[src/rtl/adc_preview_pkg.sv]
`default_nettype none
// ============================================================================
// Module   : adc_preview_pkg
// Purpose  : Shared state encoding and default constants for the preview sequencer.
// Revision : 1.0
// ============================================================================
package adc_preview_pkg;

  localparam int ADDR_W          = 9;
  localparam int DEF_POINTS      = 512;
  localparam int DEF_RD_LAT      = 2;
  localparam int DEF_FIFO_DEPTH  = 4;
  localparam int DEF_ACK_W       = 4;
  localparam int DEF_TIMEOUT_CYC = 100000000;

  typedef enum logic [2:0] {
    IDLE     = 3'd0,
    ARM      = 3'd1,
    WAIT_RDY = 3'd2,
    READ     = 3'd3,
    DRAIN    = 3'd4,
    ACK      = 3'd5,
    WAIT_CLR = 3'd6
  } state_e;

endpackage
`default_nettype wire

[src/rtl/prev_sync_fifo.sv]
`default_nettype none
// ============================================================================
// Module   : prev_sync_fifo
// Purpose  : Small synchronous first-word-fall-through FIFO with occupancy count.
// Revision : 1.0
// ============================================================================
module prev_sync_fifo #(
  parameter int DEPTH = 4,
  parameter int WIDTH = 9,
  parameter int CNT_W = $clog2(DEPTH + 1)
) (
  input  logic             clk,
  input  logic             rst,
  input  logic             wr_en,
  input  logic [WIDTH-1:0] wr_data,
  input  logic             rd_en,
  output logic [WIDTH-1:0] rd_data,
  output logic             empty,
  output logic [CNT_W-1:0] count
);

  localparam int PTR_W = (DEPTH > 1) ? $clog2(DEPTH) : 1;

  logic [WIDTH-1:0] mem_q [DEPTH];
  logic [PTR_W-1:0] wr_ptr_q, wr_ptr_d;
  logic [PTR_W-1:0] rd_ptr_q, rd_ptr_d;
  logic [CNT_W-1:0] count_q, count_d;
  logic             do_wr, do_rd;

  always_comb begin
    do_wr    = wr_en && (count_q != CNT_W'(DEPTH));
    do_rd    = rd_en && (count_q != '0);
    wr_ptr_d = wr_ptr_q;
    rd_ptr_d = rd_ptr_q;
    if (do_wr) wr_ptr_d = (wr_ptr_q == PTR_W'(DEPTH - 1)) ? '0 : wr_ptr_q + 1'b1;
    if (do_rd) rd_ptr_d = (rd_ptr_q == PTR_W'(DEPTH - 1)) ? '0 : rd_ptr_q + 1'b1;
    count_d  = count_q + CNT_W'(do_wr) - CNT_W'(do_rd);
  end

  always_ff @(posedge clk) begin
    if (rst) begin
      wr_ptr_q <= '0;
      rd_ptr_q <= '0;
      count_q  <= '0;
    end else begin
      wr_ptr_q <= wr_ptr_d;
      rd_ptr_q <= rd_ptr_d;
      count_q  <= count_d;
    end
    // Storage needs no reset: a slot is only read after it has been written.
    if (do_wr) mem_q[wr_ptr_q] <= wr_data;
  end

  assign rd_data = mem_q[rd_ptr_q];
  assign empty   = (count_q == '0);
  assign count   = count_q;

endmodule
`default_nettype wire

[src/rtl/adc_preview_ctrl.sv]
`default_nettype none
// ============================================================================
// Module   : adc_preview_ctrl
// Purpose  : Arms the preview buffer, streams each ready frame out, then ACKs it.
// Revision : 1.0
// ============================================================================
module adc_preview_ctrl
  import adc_preview_pkg::*;
#(
  parameter int POINTS      = DEF_POINTS,
  parameter int RD_LAT      = DEF_RD_LAT,
  parameter int FIFO_DEPTH  = DEF_FIFO_DEPTH,
  parameter int ACK_W       = DEF_ACK_W,
  parameter int TIMEOUT_CYC = DEF_TIMEOUT_CYC
) (
  input  logic              HCLK,
  input  logic              HRESET,
  input  logic              cfg_start,
  input  logic              cfg_stop,
  input  logic              cfg_continuous,
  input  logic [15:0]       cfg_decim,
  input  logic              clr_err,
  output logic              preview_start,
  output logic [15:0]       decim_val,
  input  logic              data_ready,
  output logic              data_ack,
  output logic [ADDR_W-1:0] bram_addr,
  input  logic [7:0]        bram_dout,
  output logic              m_valid,
  output logic [7:0]        m_data,
  output logic              m_last,
  input  logic              m_ready,
  output logic              busy,
  output logic [15:0]       frame_cnt,
  output logic              err_timeout
);

  localparam int                CNT_W     = $clog2(FIFO_DEPTH + 1);
  localparam logic [ADDR_W-1:0] LAST_ADDR = ADDR_W'(POINTS - 1);
  localparam logic [31:0]       TMO_LAST  = 32'(TIMEOUT_CYC - 1);
  localparam logic [15:0]       ACK_LAST  = 16'(ACK_W - 1);

  state_e              state_q, state_d;
  logic [15:0]         decim_q, decim_d;
  logic                preview_start_q, preview_start_d;
  logic                data_ack_q, data_ack_d;
  logic [ADDR_W-1:0]   addr_q, addr_d;
  logic [ADDR_W-1:0]   next_addr_q, next_addr_d;
  logic                issued_q, issued_d;
  logic                issued_last_q, issued_last_d;
  logic [RD_LAT-1:0]   vld_q, vld_d;
  logic [RD_LAT-1:0]   lst_q, lst_d;
  logic [15:0]         frame_q, frame_d;
  logic                err_q, err_d;
  logic                stop_q, stop_d;
  logic [31:0]         tmo_q, tmo_d;
  logic [15:0]         ack_cnt_q, ack_cnt_d;

  logic [7:0]          inflight;
  logic                can_issue;
  logic                tmo_hit;
  logic                fifo_empty;
  logic [CNT_W-1:0]    fifo_cnt;
  logic [8:0]          fifo_rdata;
  logic                pop;

  // issued_q marks the cycle the address is on the port; vld/lst follow it
  // so the pipeline tail lines up with the matching bram_dout.
  always_comb begin
    vld_d[0] = issued_q;
    lst_d[0] = issued_last_q;
    for (int i = 1; i < RD_LAT; i++) begin
      vld_d[i] = vld_q[i-1];
      lst_d[i] = lst_q[i-1];
    end
    inflight = {7'd0, issued_q};
    for (int i = 0; i < RD_LAT; i++) inflight = inflight + {7'd0, vld_q[i]};
    can_issue = (inflight + 8'(fifo_cnt)) < 8'(FIFO_DEPTH);
    tmo_hit   = (TIMEOUT_CYC != 0) && (tmo_q == TMO_LAST);
  end

  always_comb begin
    state_d       = state_q;
    decim_d       = decim_q;
    addr_d        = addr_q;
    next_addr_d   = next_addr_q;
    issued_d      = 1'b0;
    issued_last_d = 1'b0;
    frame_d       = frame_q;
    err_d         = err_q & ~clr_err;
    stop_d        = stop_q;
    tmo_d         = tmo_q;
    ack_cnt_d     = ack_cnt_q;

    case (state_q)
      IDLE: begin
        stop_d = 1'b0;
        if (cfg_start) begin
          decim_d = cfg_decim;
          state_d = ARM;
        end
      end
      ARM: begin
        if (cfg_stop) stop_d = 1'b1;
        tmo_d   = '0;
        state_d = WAIT_RDY;
      end
      WAIT_RDY: begin
        tmo_d = tmo_q + 32'd1;
        if (cfg_stop || stop_q) begin
          state_d = IDLE;
        end else if (data_ready) begin
          addr_d      = '0;
          next_addr_d = '0;
          state_d     = READ;
        end else if (tmo_hit) begin
          err_d   = 1'b1;
          state_d = IDLE;
        end
      end
      READ: begin
        if (cfg_stop) stop_d = 1'b1;
        if (can_issue) begin
          addr_d        = next_addr_q;
          next_addr_d   = next_addr_q + 1'b1;
          issued_d      = 1'b1;
          issued_last_d = (next_addr_q == LAST_ADDR);
          if (next_addr_q == LAST_ADDR) state_d = DRAIN;
        end
      end
      DRAIN: begin
        if (cfg_stop) stop_d = 1'b1;
        if (inflight == 8'd0 && fifo_empty) begin
          ack_cnt_d = '0;
          state_d   = ACK;
        end
      end
      ACK: begin
        if (cfg_stop) stop_d = 1'b1;
        ack_cnt_d = ack_cnt_q + 16'd1;
        if (ack_cnt_q == ACK_LAST) begin
          tmo_d   = '0;
          state_d = WAIT_CLR;
        end
      end
      WAIT_CLR: begin
        tmo_d = tmo_q + 32'd1;
        if (!data_ready) begin
          // Only re-arm once READY is low, so a stale READY is never re-read.
          frame_d = frame_q + 16'd1;
          tmo_d   = '0;
          state_d = (cfg_continuous && !stop_q && !cfg_stop) ? WAIT_RDY : IDLE;
        end else if (tmo_hit) begin
          err_d   = 1'b1;
          state_d = IDLE;
        end else if (cfg_stop) begin
          stop_d = 1'b1;
        end
      end
      default: state_d = IDLE;
    endcase

    preview_start_d = (state_d != IDLE);
    data_ack_d      = (state_d == ACK);
  end

  always_ff @(posedge HCLK) begin
    if (HRESET) begin
      state_q         <= IDLE;
      decim_q         <= '0;
      preview_start_q <= 1'b0;
      data_ack_q      <= 1'b0;
      addr_q          <= '0;
      next_addr_q     <= '0;
      issued_q        <= 1'b0;
      issued_last_q   <= 1'b0;
      vld_q           <= '0;
      lst_q           <= '0;
      frame_q         <= '0;
      err_q           <= 1'b0;
      stop_q          <= 1'b0;
      tmo_q           <= '0;
      ack_cnt_q       <= '0;
    end else begin
      state_q         <= state_d;
      decim_q         <= decim_d;
      preview_start_q <= preview_start_d;
      data_ack_q      <= data_ack_d;
      addr_q          <= addr_d;
      next_addr_q     <= next_addr_d;
      issued_q        <= issued_d;
      issued_last_q   <= issued_last_d;
      vld_q           <= vld_d;
      lst_q           <= lst_d;
      frame_q         <= frame_d;
      err_q           <= err_d;
      stop_q          <= stop_d;
      tmo_q           <= tmo_d;
      ack_cnt_q       <= ack_cnt_d;
    end
  end

  assign pop = m_valid && m_ready;

  prev_sync_fifo #(
    .DEPTH (FIFO_DEPTH),
    .WIDTH (9),
    .CNT_W (CNT_W)
  ) u_fifo (
    .clk     (HCLK),
    .rst     (HRESET),
    .wr_en   (vld_q[RD_LAT-1]),
    .wr_data ({lst_q[RD_LAT-1], bram_dout}),
    .rd_en   (pop),
    .rd_data (fifo_rdata),
    .empty   (fifo_empty),
    .count   (fifo_cnt)
  );

  assign m_valid       = !fifo_empty;
  assign m_data        = fifo_empty ? 8'd0 : fifo_rdata[7:0];
  assign m_last        = !fifo_empty && fifo_rdata[8];
  assign preview_start = preview_start_q;
  assign decim_val     = decim_q;
  assign data_ack      = data_ack_q;
  assign bram_addr     = addr_q;
  assign busy          = (state_q != IDLE);
  assign frame_cnt     = frame_q;
  assign err_timeout   = err_q;

endmodule
`default_nettype wire

[config.mk]
export PLATFORM = sky130hd
export DESIGN_NAME = adc_preview_ctrl
export DESIGN_NICKNAME = d
export VERILOG_FILES = /design/src/rtl/adc_preview_pkg.sv /design/src/rtl/prev_sync_fifo.sv /design/src/rtl/adc_preview_ctrl.sv
export SDC_FILE = /design/constraint.sdc
export NUM_CORES = 1
export LEC_CHECK = 0
export CORE_MARGIN = 2
export CORE_UTILIZATION = 47
export CTS_CLUSTER_SIZE = 24
export DETAILED_ROUTE_END_ITERATION = 7
export PLACE_DENSITY = 0.72
export SLEW_MARGIN = 20
export SYNTH_ARGS = -nofsm -noshare
export SYNTH_HDL_FRONTEND = slang
export SYNTH_SLANG_ARGS = --single-unit
[constraint.sdc]
create_clock -name HCLK -period 2.32 [get_ports HCLK]
set_input_delay 0.696 -clock HCLK [delete_from_list [all_inputs] [get_ports HCLK]]
set_output_delay 0.696 -clock HCLK [all_outputs]
set_load 0.1 [all_outputs]
==> reports/qor.yml <==
worst_pin_slew_ns: 0.669
synth_edf_count: 36
slew_viol_final: 0
max_slew_margin_pct: 55.0
fp.coreArea_um2: 14400
synth.most_common_cell: "dfxtp_1"
violations: "setup timing"
max_cap_violations: 0
hpwl_um: 10400
ios: 87
vias: 5685
firstDrtPassIters: 5
clk_latency_ns: 0.43
crit_chain: "buf_8, mux4_2, and2_4, buf_12"
drc: 0
drive_gt1_share_pct: 19.4
fmax_ghz: 0.408
p_per_area_nw_per_um2: 927
cp_max_fo: 5
grt_pass1_vias: 5445
numCtsBuffers: 17
chipWidth_um: 125
postCtsHoldBufs: 0
wl_um: 15100
cp-end-kind: "output port"
fillers: 1193
drt_iter0_markers: 357
status: "complete, but fails checks"
cp_data_required_time_ns: 1.62
fin_skew_ns: 0.00678
postRouteAntennaNets: 0
htreeDepth: 4
synth_top_family_by_area: "simple AND/OR/NAND/NOR gates"
hold_viol: 0
numClockSinks: 156
synth_compound_area_share_pct: 11.5
cts_tree: "yes"
synthMuxAreaShare_pct: 5.63
synth.top_cell.area_share_pct: 35.0
gp_congestion: 0.815
grtUsageTotal_pct: 19.6
synth_common_cells: "dfxtp_1, nor2_1, nand2_1"
synthArstFlopShare_pct: 0
finalSetupViolCount: 9
synth_xor_area_share_pct: 3.19
area_growth_pct: 29.1
synth-simple-area-share_pct: 23.1
synth_cell_types: 57
ys_seq_area_share_pct: 50.7
antenna_found_initial: 0
start_kind: "register"
crit_path_top_delay_cell: "mux4_2"
nNetsFinal: 876
hold_path_class: "register to register"
setup_ws_ns: -0.130
path_clk_slew_ns: 0.06
die_h_um: 125
criticalPathCategory: "register to output port"
ir_worst_vdd_mv: 0.492
slowest_delay_ns: 0.49
ys_ff_latch: 156
grt_pass1_wl_um: 25100
synth_adder_area_share_pct: 2.95
rsz0062_at_grt: "yes"
grt_max_degree: 63
avgViaCountPerCell: 5.54
n_antenna_cell: 0
die_area_um2: 15600
yosys_most_used_dff: "dfxtp_1"
utilization_pct: 61.4
wire_per_inst_um: 14.8
syn_avg_cell_area_um2: 9.60
path_buf_inv: 2
synth.area.top_cells: "dfxtp_1, edfxtp_1, a21oi_1"
port_buffers: 86
post-route-min-period_ns: 2.45
finalCritPeriodShare_pct: 106
initial_utilization_pct: 47.6
synth_top_area_cell: "dfxtp_1"
gr-total-overflow: 0
root_buffer: "clkbuf_16"
netlist_area_um2: 6860
arrival_ns: 1.75
leakage_nw: 3.14
clockBufferDepth: 2
syn_nets: 762
synth_cells: 715
row_count: 44
yosysWarnings: 0
crit_family: "multiplexers"
power_mw: 8.22
-- sequential cells by signal (all words and copies together) (netlist names), 2 cells and up, named ones only --
name / flops
tmo_q: 32
next_addr_q: 9
decim_val: 16
u_fifo.wr_ptr_q: 2
u_fifo.rd_ptr_q: 2
frame_cnt: 16
state_q: 3
vld_q: 2
u_fifo.count: 3
u_fifo.mem_q: 36
ack_cnt_q: 16
bram_addr: 9
lst_q: 2
-- routing by layer --
| layer | up-vias | share of wire [%] | global-route usage (%) |
|---|---|---|---|
| li1 | 2817 | - | - |
| met1 | 2696 | 44 | 24.7 |
| met2 | 152 | 49 | 31.9 |
| met3 | 20 | 5.5 | 5.67 |
| met4 | 0 | 1.8 | 7.91 |
| met5 | - | 0 | 0 |
-- final cells by class --
type | instances | area, um^2 | area share [%]
clock inverter | 6 | 133 | 1.50
tap | 184 | 230 | 2.60
timing repair buffer | 124 | 1190 | 13.4
clock buffer | 26 | 492 | 5.55
inverter | 20 | 75.1 | 0.847
multi-input combinational | 510 | 3250 | 36.7
sequential | 156 | 3490 | 39.4
-- worst paths after layout --
| kind | cells after the start | startpoint | end | slack, ns |
|---|---|---|---|---|
| setup / recovery | 4 | register | m_data[7] | -0.13 |
| hold / removal | 1 | lst_q[0] | lst_q[1] | 0.44 |
| setup reg to reg | 12 | u_fifo.count[0] | u_fifo.count[2] | 0.14 |
| hold reg to reg | 1 | lst_q[0] | lst_q[1] | 0.44 |
-- metrics by stage --
stage | instance area [um^2] | hold WS (ns) | cells | setup WS [ns] | setup TNS [ns]
5_1_grt | 8860 | 0.467 | 1026 | -0.182 | -1.42
6_report | 8860 | 0.441 | 1026 | -0.130 | -0.946
3_3_place_gp | 8150 | 0.445 | 992 | -0.344 | -2.59
2_1_floorplan | 6880 | 0.414 | 715 | -0.0330 | -0.297
3_5_place_dp | 8150 | 0.432 | 992 | -0.394 | -3.57
4_1_cts | 8860 | 0.446 | 1027 | -0.213 | -1.75
-- power breakdown --
group          internal [mW]  total (mW)  leakage (nW)  switching, mW
Sequential              2.85        2.92          1.30         0.0676
Combinational          0.910        2.35          1.54           1.44
Clock                   1.89        2.94         0.305           1.05
Total                   5.66        8.22          3.14           2.56
-- what timing repair did --
item	4_1_cts	5_1_grt
pin swaps	7	3
endpoints found under the setup margin	23	32
resized for setup	16	11
buffers inserted	2	1
cloned	1	0
-- cell usage in the layout (no fill, tap or decap), types with 17 or more instances in the layout --
cell / n
edfxtp_1: 36
xnor2_1: 19
inv_1: 20
or3_1: 23
nand3_1: 30
buf_4: 78
o21ai_0: 29
nand2_1: 70
clkdlybuf4s50_1: 29
a21oi_1: 68
dfxtp_1: 118
nor2_1: 71
nand4_1: 17
clkbuf_16: 17
-- cell families (layout without fill, tap and decap cells) --
group                      count (synthesis)  count (layout)
AOI/OAI and AO/OA                        134             134
xor gates and xnor gates                  25              25
adders and majority gates                 15              15
buffers and inverters                     49             176
DFF                                      156             156
muxes                                     27              27
and+or+nand+nor                          309             309
(Power assumes the default switching activity.)
